<file path="src/rtl/dw_add_serial_if.sv">
// Handshake bundle for the digit-serial adder: operand side (a, b, ci) and result side (sum, co).
// The master drives operands and consumes results; the slave is the adder.
interface dw_add_serial_if #(
   parameter int WIDTH = 8
);
   logic             in_valid;
   logic             in_ready;
   logic [WIDTH-1:0] a;
   logic [WIDTH-1:0] b;
   logic             ci;
   logic             out_valid;
   logic             out_ready;
   logic [WIDTH-1:0] sum;
   logic             co;
   logic             busy;

   modport master (
      output in_valid, a, b, ci, out_ready,
      input  in_ready, out_valid, sum, co, busy
   );

   modport slave (
      input  in_valid, a, b, ci, out_ready,
      output in_ready, out_valid, sum, co, busy
   );
endinterface

</file>
<file path="src/rtl/dw_add_serial.sv">
// Digit-serial adder: sum = a + b + ci, DIGIT bits per clock with a registered carry.
// One operation in flight; result is held in DONE until the consumer takes it.
module dw_add_serial #(
   parameter int WIDTH = 8,
   parameter int DIGIT = 2
) (
   input logic             clk,
   input logic             rst_n,
   dw_add_serial_if.slave  bus
);

   localparam int N     = WIDTH / DIGIT;
   localparam int CNT_W = (N > 1) ? $clog2(N) : 1;

   typedef enum logic [1:0] {IDLE, RUN, DONE} state_t;

   state_t             state;
   logic [CNT_W-1:0]   cnt;
   logic               carry;
   logic               in_ready_r;
   logic               out_valid_r;
   logic               busy_r;
   logic [WIDTH-1:0]   sum_r;
   logic               co_r;
   logic [WIDTH-1:0]   a_sh;
   logic [WIDTH-1:0]   b_sh;
   logic [WIDTH-1:0]   res;
   logic [WIDTH-1:0]   res_nxt;
   logic [DIGIT:0]     dsum;
   int                 idx;

   function automatic logic [DIGIT:0] digit_add(input logic [DIGIT-1:0] x,
                                                input logic [DIGIT-1:0] y,
                                                input logic             c);
      return {1'b0, x} + {1'b0, y} + {{DIGIT{1'b0}}, c};
   endfunction

   assign dsum = digit_add(a_sh[DIGIT-1:0], b_sh[DIGIT-1:0], carry);
   assign idx  = int'(cnt) * DIGIT;

   // Result register with the current digit merged in at its slot.
   always_comb begin
      res_nxt = res;
      res_nxt[idx +: DIGIT] = dsum[DIGIT-1:0];
   end

   always_ff @(posedge clk or negedge rst_n) begin
      if (!rst_n) begin
         state       <= IDLE;
         cnt         <= '0;
         carry       <= 1'b0;
         in_ready_r  <= 1'b1;
         out_valid_r <= 1'b0;
         busy_r      <= 1'b0;
         sum_r       <= '0;
         co_r        <= 1'b0;
      end else begin
         case (state)
            IDLE: begin
               if (bus.in_valid) begin
                  state      <= RUN;
                  carry      <= bus.ci;
                  cnt        <= '0;
                  in_ready_r <= 1'b0;
                  busy_r     <= 1'b1;
               end
            end
            RUN: begin
               carry <= dsum[DIGIT];
               cnt   <= cnt + CNT_W'(1);
               if (cnt == CNT_W'(N - 1)) begin
                  state       <= DONE;
                  cnt         <= '0;
                  sum_r       <= res_nxt;
                  co_r        <= dsum[DIGIT];
                  out_valid_r <= 1'b1;
               end
            end
            DONE: begin
               if (bus.out_ready) begin
                  state       <= IDLE;
                  out_valid_r <= 1'b0;
                  in_ready_r  <= 1'b1;
                  busy_r      <= 1'b0;
               end
            end
            default: begin
               state       <= IDLE;
               in_ready_r  <= 1'b1;
               out_valid_r <= 1'b0;
               busy_r      <= 1'b0;
            end
         endcase
      end
   end

   // Operand shifters and partial result carry no reset; they are rewritten at every accept.
   always_ff @(posedge clk) begin
      if (state == IDLE && bus.in_valid) begin
         a_sh <= bus.a;
         b_sh <= bus.b;
      end else if (state == RUN) begin
         a_sh <= a_sh >> DIGIT;
         b_sh <= b_sh >> DIGIT;
         res  <= res_nxt;
      end
   end

   assign bus.in_ready  = in_ready_r;
   assign bus.out_valid = out_valid_r;
   assign bus.busy      = busy_r;
   assign bus.sum       = sum_r;
   assign bus.co        = co_r;

endmodule
</file>
<file path="src/flat_wrapper.sv">
// flat-port wrapper written by rule: the top's interface ports become plain ports
module dw_add_serial_flat 
#(
   parameter int WIDTH = 8,
   parameter int DIGIT = 2
)
  (clk, rst_n, bus_in_valid, bus_a, bus_b, bus_ci, bus_out_ready, bus_in_ready, bus_out_valid, bus_sum, bus_co, bus_busy);
  dw_add_serial_if #(.WIDTH(WIDTH)) bus_i ();
  input logic clk;
  input logic rst_n;
  input wire logic [$bits(bus_i.in_valid)-1:0] bus_in_valid;
  input wire logic [$bits(bus_i.a)-1:0] bus_a;
  input wire logic [$bits(bus_i.b)-1:0] bus_b;
  input wire logic [$bits(bus_i.ci)-1:0] bus_ci;
  input wire logic [$bits(bus_i.out_ready)-1:0] bus_out_ready;
  output wire logic [$bits(bus_i.in_ready)-1:0] bus_in_ready;
  output wire logic [$bits(bus_i.out_valid)-1:0] bus_out_valid;
  output wire logic [$bits(bus_i.sum)-1:0] bus_sum;
  output wire logic [$bits(bus_i.co)-1:0] bus_co;
  output wire logic [$bits(bus_i.busy)-1:0] bus_busy;
  assign bus_i.in_valid = bus_in_valid;
  assign bus_i.a = bus_a;
  assign bus_i.b = bus_b;
  assign bus_i.ci = bus_ci;
  assign bus_i.out_ready = bus_out_ready;
  assign bus_in_ready = bus_i.in_ready;
  assign bus_out_valid = bus_i.out_valid;
  assign bus_sum = bus_i.sum;
  assign bus_co = bus_i.co;
  assign bus_busy = bus_i.busy;
  dw_add_serial #(.WIDTH(WIDTH), .DIGIT(DIGIT)) u_core (.clk(clk), .rst_n(rst_n), .bus(bus_i));
endmodule
</file>
<file path="config.mk">
export PLATFORM = sky130hd
export DESIGN_NAME = dw_add_serial_flat
export DESIGN_NICKNAME = d
export VERILOG_FILES = /design/src/rtl/dw_add_serial_if.sv /design/src/rtl/dw_add_serial.sv /design/src/flat_wrapper.sv
export SDC_FILE = /design/constraint.sdc
export NUM_CORES = 1
export LEC_CHECK = 0
export ABC_AREA = 1
export BUFFER_PORTS_ARGS = -buffer_cell sky130_fd_sc_hd__buf_2
export CORE_MARGIN = 5
export CORE_UTILIZATION = 25
export CTS_CLUSTER_SIZE = 24
export DETAILED_ROUTE_END_ITERATION = 12
export PLACE_DENSITY = 0.42
export SYNTH_ARGS = -nofsm -noshare
export SYNTH_HDL_FRONTEND = slang
export SYNTH_SLANG_ARGS = --single-unit
export TNS_END_PERCENT = 20
</file>
<file path="constraint.sdc">
create_clock -name clk -period 4.15 [get_ports clk]
set_input_delay 0.83 -clock clk [delete_from_list [all_inputs] [get_ports clk]]
set_output_delay 0.83 -clock clk [all_outputs]
set_load 0.005 [all_outputs]
</file>
==> flow_summary.json, run 1 <==
{
  "yosysTopAreaCell": "edfxtp_1",
  "place.gp.congestion": 0.7954,
  "grt_overflow_total": 0,
  "firstDrtPassIters": 4,
  "fp-row-count": 31,
  "synth_seq_cells": 41,
  "synth_nets": 219,
  "insertion_delay_ps": 300,
  "cts_setup_buffers": 0,
  "grt_pass1_wl_um": 6679,
  "place_area_um2": 2151,
  "p_sw_share_pct": 35.16,
  "setup-tns-final_ps": 0,
  "cts_buffers": 5,
  "slowest_delay_ps": 560,
  "worst_hold_path_type": "in2async",
  "cts_max_level": 2,
  "synth.avg_cell_area_um2": 9.983,
  "ctsHoldBuffers": 0,
  "fin_skew_ps": 11.87,
  "antenna_found_initial": 0,
  "fp.dieW_um": 97.11,
  "period_share_pct": 46.12,
  "grt_max_degree": 20,
  "clk_pin_slew_ps": 90,
  "p_int_mw": 1.171,
  "drt-wirelength-per-cell_um": 11.36,
  "cts_tree": "done",
  "pwr-share-seq_pct": 43.2,
  "combinationalPowerShare_pct": 34.9,
  "crit_chain": "fa_1 -> fa_1 -> nand3_1 -> o21bai_1 -> nand2_1 -> nand2_1",
  "cts.sinks": 41,
  "rsz0062_at_grt": "false",
  "drc": 0,
  "drv_cap": 0,
  "ant_nets": 0,
  "final-setup-viol-count": 0,
  "start_util_pct": 25.87,
  "path_max_fanout": 3,
  "antenna_cells": 0,
  "slew_viol_final": 0,
  "r2r_slack_ps": 2240,
  "synth-seq-area-share_pct": 60.49,
  "r2r_cells": 6,
  "criticalPathCategory": "reg2reg",
  "via_per_inst": 4.031,
  "syn_area_um2": 1897,
  "peakVddDrop_mv": 0.2223,
  "synth_edf_count": 24,
  "drt_iter0_markers": 33,
  "powerDensity_nw_per_um2": 789.3,
  "worst_pin_slew_ps": 680.6,
  "fin_crit_ps": 1914,
  "final_area_um2": 2288,
  "io_pins": 33,
  "synth_cells": 190,
  "port_buffers": 32,
  "fmax_mhz": 522.5,
  "start_kind": "register",
  "nFillCells": 776,
  "end_kind": "register",
  "die_h_um": 97.11,
  "drive_above_1_share_pct": 21.59,
  "core-area_um2": 7331,
  "leakage_nw": 1.131,
  "cts_resized": 0,
  "synth_top_area_share_pct": 37.99,
  "num_vias": 1314,
  "crit_arrival_ps": 2150,
  "dp_hpwl_um": 2651,
  "status": "complete, no violations",
  "crit_slowest_cell": "fa_1",
  "required_ps": 4390,
  "r2r-end": "u_core.bus.sum[3]",
  "ys_top_cells_by_area": "edfxtp_1, dfrtp_1, nand2_1, inv_1, ha_1",
  "synth_ff_type": "edfxtp_1",
  "crit_start": "u_core.b_sh[0]",
  "cts-root-buf": "clkbuf_8",
  "grt_pass1_vias": 1405,
  "yosys_warnings": 0,
  "synth_async_sr_flop_share_pct": 41.46,
  "synth_cell_types": 22,
  "gr-usage-all-layers_pct": 8.711,
  "pwr-share-clk_pct": 21.8,
  "area_growth_pct": 20.65,
  "die-area_um2": 9429,
  "power.switching_uw": 635.1,
  "endpoint": "u_core.bus.sum[3]",
  "hold_violations": 0,
  "reg2reg_from": "u_core.b_sh[0]",
  "slew_headroom_pct": 54.58,
  "fin_nets": 255,
  "cts.path.max_buffers": 2,
  "route.final.wire_length_um": 3703
}
## power by group through the flow
| stage | logic (mW) | registers, mW | clock network, mW |
|---|---|---|---|
| after floorplan | 0.468 | 0.781 | 0 |
| after global placement | 0.649 | 0.791 | 0 |
| after detailed placement | 0.649 | 0.794 | 0 |
| after CTS | 0.653 | 0.786 | 0.408 |
| after global routing | 0.755 | 0.811 | 0.421 |
| final | 0.631 | 0.781 | 0.395 |
## worst max-delay path: cells and delay by family, from the launching register on
kind | cells | cell delay [ps]
compound gates | 1 | 190
fa+ha+maj | 2 | 1010
simple gates | 3 | 260
flops | 1 | 400
## area by class of cell
class | count | area, um2 | share of cell area, %
Clock buffer | 5 | 68.82 | 3.007
Tap cell | 99 | 123.9 | 5.413
Timing Repair Buffer | 32 | 160.2 | 6.998
Sequential cell | 41 | 1147 | 50.14
Clock inverter | 3 | 68.82 | 3.007
Inverter | 25 | 95.09 | 4.155
Multi-Input combinational cell | 121 | 624.3 | 27.28
## synth_stat cells (2+ instances only)
cell      number
o21bai_1       6
edfxtp_1      24
o21ai_0        4
fa_1           2
nand2_1       76
ha_1           6
inv_1         21
nand3_1        5
nor2_1        15
inv_2          3
buf_6          2
dfrtp_1       16
## cell families after synthesis
kind of cell | Yosys count | synth area share, %
flip-flops | 41 | 60.49
adder cells (fa/ha/maj) | 8 | 6.069
AND/OR/NAND/NOR | 99 | 21.44
buffers and inverters | 28 | 6.596
AO/OA/AOI/OAI | 14 | 5.410
## per-stage QoR
stage / cells / hold slack (ps) / setup slack [ps] / util (%) / power, mW
floorplan: 190 / 472.4 / 2408 / - / 1.248
global placement: 318 / 462.7 / 2116 / 29.34 / 1.441
detailed placement: 318 / 464.0 / 2100 / 29.34 / 1.443
CTS: 326 / 464.6 / 2225 / 31.22 / 1.847
global route: 326 / 469.5 / 2087 / 31.22 / 1.987
finish: 326 / 448.2 / 2236 / 31.22 / 1.806
## cell usage in the layout (no fill, tap or decap), types with 2 or more instances in the layout
cell,netlist,layout
bufinv_16,0,2
nand2_1,76,76
clkbuf_8,0,5
ha_1,6,6
fa_1,2,2
dfrtp_1,16,16
edfxtp_1,24,24
nor2_1,15,15
inv_1,21,21
inv_2,3,3
buf_2,0,32
nand3_1,5,5
o21ai_0,4,4
o21bai_1,6,6
## worst min-delay path by stage
| stage | startpoint | end | slack, ps | depth (start not counted) |
|---|---|---|---|---|
| final | rst_n | u_core.bus.sum[1] | 450 | 1 |
| after global routing | rst_n | u_core.bus.sum[2] | 470 | 1 |
| after CTS | rst_n | u_core.bus.sum[1] | 460 | 1 |
| after detailed placement | u_core.bus.sum[6] | u_core.bus.sum[6] | 460 | 2 |
| after global placement | u_core.bus.sum[4] | u_core.bus.sum[4] | 460 | 2 |
| after floorplan | u_core.bus.sum[0] | u_core.bus.sum[0] | 470 | 2 |
## routing by layer
metal | global-route usage [%] | up-vias | wire (um) | share of wire, %
li1 | - | 671 | - | -
met1 | 10.99 | 608 | 1800 | 49
met2 | 13.69 | 30 | 1642 | 44
met3 | 3.302 | 5 | 216 | 5.8
met4 | 2.916 | 0 | 43 | 1.2
met5 | 0 | - | 0 | 0
## state kept, by name, indices dropped and copies added (netlist names)
| name | count |
|---|---|
| u_core.bus.in_ready | 1 |
| u_core.b_sh | 8 |
| u_core.bus.busy | 1 |
| u_core.bus.sum | 8 |
| u_core.state | 2 |
| u_core.bus.co | 1 |
| u_core.res | 8 |
| u_core.cnt | 2 |
| u_core.carry | 1 |
| u_core.bus.out_valid | 1 |
| u_core.a_sh | 8 |
(Power assumes the default switching activity.)
==> run 2: changes to the inputs <==
ABC_AREA = 0   (was 1)
PLACE_DENSITY = 0.43   (was 0.42)
clock period = 1.5 ns   (was 4.15 ns; I/O delays follow)
==> run 2 against run 1 <==
Against the previous run: the run now ends with negative setup slack left; first-iteration DRC count increased by 61%; sequential cell count unchanged; combinational power increased to 4.0 times the previous value; die area about the same; maximum frequency increased by 2.4%; sequential share of layout area decreased by 2.5 points; global-route usage increased by 0.057 points; worst setup slack got worse by 2600 ps; sequential power increased to 2.8 times the previous value.
==> flow_summary.json, run 2 <==
{
  "required_ps": 1700,
  "final-setup-viol-count": 17,
  "synth_nets": 171,
  "synth_cell_types": 30,
  "crit_arrival_ps": 2070,
  "violations": "negative setup slack",
  "port_buffers": 32,
  "via_per_inst": 4.172,
  "slew_viol_final": 0,
  "leakage_nw": 1.057,
  "gr-usage-all-layers_pct": 8.768,
  "synth.avg_cell_area_um2": 13.35,
  "synth_cells": 142,
  "r2r_cells": 5,
  "cts.path.max_buffers": 2,
  "ant_nets": 0,
  "yosysTopAreaCell": "edfxtp_1",
  "fp-row-count": 31,
  "fmax_mhz": 535.1,
  "antenna_found_initial": 0,
  "status": "finished with violations",
  "core-area_um2": 7331,
  "die_h_um": 97.08,
  "slew_headroom_pct": 72.96,
  "fin_nets": 220,
  "crit_start": "u_core.b_sh[0]",
  "cts_buffers": 5,
  "clk_pin_slew_ps": 70,
  "synth_ff_type": "edfxtp_1",
  "io_pins": 33,
  "cts_setup_buffers": 0,
  "antenna_cells": 0,
  "cts-root-buf": "clkbuf_8",
  "powerDensity_nw_per_um2": 2262,
  "instances_no_fill": 291,
  "drt-wirelength-per-cell_um": 12.90,
  "route.final.wire_length_um": 3755,
  "start_kind": "register",
  "die-area_um2": 9424,
  "ys_top_cells_by_area": "edfxtp_1, dfrtp_1, mux2_4, ha_1, mux2_2",
  "period_share_pct": 124.6,
  "syn_area_um2": 1896,
  "rsz0062_at_grt": "true",
  "synth_async_sr_flop_share_pct": 41.46,
  "fin_skew_ps": 8.763,
  "firstDrtPassIters": 4,
  "synth_seq_cells": 41,
  "layout_commonest_cell": "buf_2",
  "grt_pass1_wl_um": 6603,
  "fin_ws_ps": -368.8,
  "yosys_warnings": 0,
  "worst_pin_slew_ps": 405.6,
  "hold_violations": 0,
  "place.gp.congestion": 0.7890,
  "num_vias": 1214,
  "yosysMostFrequentCell": "edfxtp_1",
  "end_kind": "register",
  "drv_cap": 0,
  "drc": 0,
  "start_util_pct": 25.86,
  "hold_ws_ps": 259.0,
  "post-route-util_pct": 32.86,
  "r2r-end": "u_core.bus.sum[1]",
  "drive_above_1_share_pct": 37.50,
  "drt_iter0_markers": 53,
  "synth_edf_count": 24,
  "multi_input_area_um2": 735.7,
  "grt_pass1_vias": 1348,
  "area_growth_pct": 27.06,
  "insertion_delay_ps": 290,
  "seq_area_um2": 1147,
  "criticalPathCategory": "reg2reg",
  "synth_top_area_share_pct": 38.02,
  "dp_hpwl_um": 2785,
  "synthTopCellsByCount": "edfxtp_1, dfrtp_1, nor2_1",
  "mostFrequentLayoutCells": "buf_2, edfxtp_1, dfrtp_1",
  "r2r_slack_ps": -370,
  "fin_crit_ps": 1869,
  "cts_tree": "done",
  "grt_overflow_total": 0,
  "dp_cells": 282,
  "fp.dieW_um": 97.08,
  "reg2reg_from": "u_core.b_sh[0]",
  "grt_max_degree": 18,
  "cts_max_level": 2,
  "peakVddDrop_mv": 0.5530,
  "path_max_fanout": 2,
  "worst_hold_path_type": "in2reg",
  "nFillCells": 745,
  "endpoint": "u_core.bus.sum[1]",
  "synth-seq-area-share_pct": 60.53,
  "cts.sinks": 41
}
==> run 2: cell count changes after synthesis, moves of 4 or more <==
cell | before | now
o21bai_1 | 6 | 0
mux2_2 | 0 | 6
mux2_4 | 0 | 7
nand2b_1 | 0 | 10
a31oi_1 | 0 | 8
nand2_1 | 76 | 11
inv_1 | 21 | 4
and2_1 | 0 | 4
==> run 2: timing repair <==
item,CTS,global route
hold buffers,1,0
pin swaps,0,3
endpoints found under the hold margin,16,0
setup endpoints to repair,29,30
cloned,0,0
resized for setup,6,0
==> run 2: worst min path at each step <==
stage,startpoint,to,slack (ps),cells after the start
2_1_floorplan,rst_n,u_core.bus.busy,4,0
3_3_place_gp,rst_n,u_core.bus.sum[2],270,1
3_5_place_dp,rst_n,u_core.bus.sum[6],270,1
4_1_cts,bus_ci,u_core.carry,250,2
5_1_grt,bus_ci,u_core.carry,240,2
6_report,bus_ci,u_core.carry,260,2
==> run 2: power by group <==
part	internal [mW]	switching [mW]
Combinational	1.34	1.21
Clock	0.326	0.357
Sequential	1.97	0.245
==> run 2: cell families (layout without fill, tap and decap cells) <==
family                   after synthesis  in the layout  share of synthesized area, %
multiplexers                          13             13                         9.109
buffers and inverters                  8             58                         2.706
flip-flops                            41             41                         60.53
AO/OA/AOI/OAI                         18             18                         6.072
adder cells (fa/ha/maj)                8              8                         6.073
AND/OR/NAND/NOR                       54             54                         15.51
==> run 2: critical path, stage by stage (launching register included) <==
cell and delay, ps:
edfxtp_1 420, fa_2 400, fa_1 520, nor2b_4 150
nand4_1 120, a31oi_1 170
==> run 2: metrics by stage <==
step	TNS [ps]	total power, mW	cell area, um2	worst slack (ps)
2_1_floorplan	-2490	3.742	1914	-282.1
3_5_place_dp	-3264	4.710	2297	-406.4
4_1_cts	-3193	5.557	2409	-386.9
6_report	-2955	5.448	2409	-368.8
3_3_place_gp	-2841	4.662	2297	-327.2
5_1_grt	-4603	5.914	2409	-484.9
==> run 2: cell type report <==
class / count / area share, %
multi-input combinational: 93 / 30.55
tap: 99 / 5.143
clock buffer: 7 / 3.169
clock inverter: 1 / 0.2078
timing repair buffer: 46 / 12.68
sequential: 41 / 47.64
inverter: 4 / 0.6234
==> run 2: layer usage <==
layer | share of wire [%] | track usage, % | up-vias
met2 | 49 | 14.92 | 31
met4 | 0.88 | 2.592 | 0
met1 | 44 | 10.13 | 570
met5 | 0 | 0 | -
li1 | - | - | 609
met3 | 6.4 | 3.518 | 4
==> run 3: changes to the inputs <==
CORE_MARGIN = 1   (was 5)
==> run 3 against run 2 <==
Against the previous run: the flow still finishes with violations (negative setup slack); largest cell class unchanged; core utilization increased by 0.45 points; register-to-register slack improved by 20 ps; sequential share of layout area down 0.39 points.
==> flow_summary.json, run 3 (synthesis gave the netlist of run 2 again) <==
{
  "status": "finished with violations",
  "violations": "negative setup slack",
  "cts_tree": "done",
  "drc": 0,
  "grtUsageMet2_pct": 18.53,
  "place.gp.congestion": 0.7270,
  "peakVddDrop_mv": 0.8265,
  "core-area_um2": 7292,
  "nFillCells": 765,
  "crit_arrival_ps": 1880,
  "dp_hpwl_um": 2756,
  "num_vias": 1237,
  "end_kind": "register",
  "ant_nets": 0,
  "required_ps": 1540,
  "antenna_cells": 0,
  "criticalPathCategory": "reg2reg",
  "path_max_fanout": 2,
  "post-route-util_pct": 33.30,
  "grt_pass1_vias": 1324,
  "insertion_delay_ps": 290,
  "fin_nets": 221,
  "final-setup-viol-count": 21,
  "io_pins": 33,
  "port_buffers": 32,
  "layout_commonest_cell": "buf_2",
  "slew_viol_final": 0,
  "gr-usage-met3_pct": 3.139,
  "pre_cts_ws_ps": -361.3,
  "cts_max_level": 2,
  "via_per_inst": 4.236,
  "drv_cap": 0,
  "fin_ws_ps": -345.6,
  "cts_buffers": 5,
  "antenna_found_initial": 0,
  "leakage_nw": 1.070,
  "mostFrequentLayoutCells": "buf_2, edfxtp_1, dfrtp_1",
  "worst_pin_slew_ps": 423.7,
  "rsz0062_at_grt": "true",
  "fp.dieW_um": 89.08,
  "cts.sinks": 41,
  "start_util_pct": 26.00,
  "fin_crit_ps": 1846,
  "grt_overflow_total": 0,
  "drt-wirelength-per-cell_um": 13.00,
  "grt_max_degree": 18,
  "hold_violations": 0,
  "route.final.wire_length_um": 3795,
  "grt_busiest_layer": "met2",
  "slew_headroom_pct": 71.76,
  "drt_iter0_markers": 58,
  "period_share_pct": 123.0,
  "cts.path.max_buffers": 2,
  "firstDrtPassIters": 4,
  "gr-usage-met1_pct": 13.10,
  "gr-usage-all-layers_pct": 10.80,
  "drive_above_1_share_pct": 37.82,
  "die-area_um2": 7934,
  "cts-root-buf": "clkbuf_8",
  "die_h_um": 89.08,
  "fin_skew_ps": 6.306,
  "fp-row-count": 31,
  "powerDensity_nw_per_um2": 2320,
  "start_kind": "register",
  "grt_pass1_wl_um": 6348,
  "cts_setup_buffers": 0,
  "worst_hold_path_type": "in2reg",
  "fmax_mhz": 541.8,
  "clk_pin_slew_ps": 80,
  "setup-tns-final_ps": -2818,
  "area_growth_pct": 28.12,
  "hold_ws_ps": 265.8
}
## run 3: worst paths after layout
check,from,endpoint,slack (ps),cells after the start
worst max-delay path,u_core.a_sh[0],u_core.res[3],-350,5
min in group asynchronous,rst_n,u_core.bus.busy,480,2
max in group asynchronous,rst_n,u_core.bus.in_ready,700,2
worst max register to register,u_core.a_sh[0],u_core.res[3],-350,5
worst min-delay path,bus_ci,u_core.carry,270,2
worst min register to register,u_core.bus.busy,u_core.bus.busy,510,1
## run 3: metal layers
layer,vias to the layer above,part of all wire (%)
li1,611,-
met1,591,45
met2,30,49
met3,5,4.8
met4,0,0.97
met5,-,0
## run 3: layout make-up
class	instances	area [um2]	area share, %
clock buffers	6	72.57	2.988
multi-input cells	93	735.7	30.29
flip-flops and latches	41	1147	47.24
inverters	4	15.01	0.6182
repair buffers	47	300.3	12.36
well taps	99	123.9	5.100
clock inverters	2	33.78	1.391
## run 3: worst max-delay path, stage by stage, from the launching register on
cell,delay (ps)
edfxtp_1,410
fa_2,400
fa_1,460
buf_4,150
nand4_1,110
nand2_1,70
## run 3: metrics by stage
stage / power [mW] / instances / instance area (um2)
2_1_floorplan: 3.742 / 142 / 1914
4_1_cts: 5.744 / 292 / 2429
3_3_place_gp: 4.640 / 283 / 2292
3_5_place_dp: 4.726 / 283 / 2292
6_report: 5.635 / 292 / 2429
5_1_grt: 6.087 / 292 / 2429
## run 3: power by group
part,internal [mW],total [mW],switching [mW]
sequential,1.97,2.22,0.247
clock,0.492,0.867,0.375
combinational,1.33,2.55,1.22
total,3.79,5.63,1.84
## run 3: what timing repair did
item,4_1_cts,5_1_grt
resized for setup,6,0
hold buffers,1,0
hold endpoints to repair,16,0
pin swaps,2,1
endpoints found under the setup margin,30,30
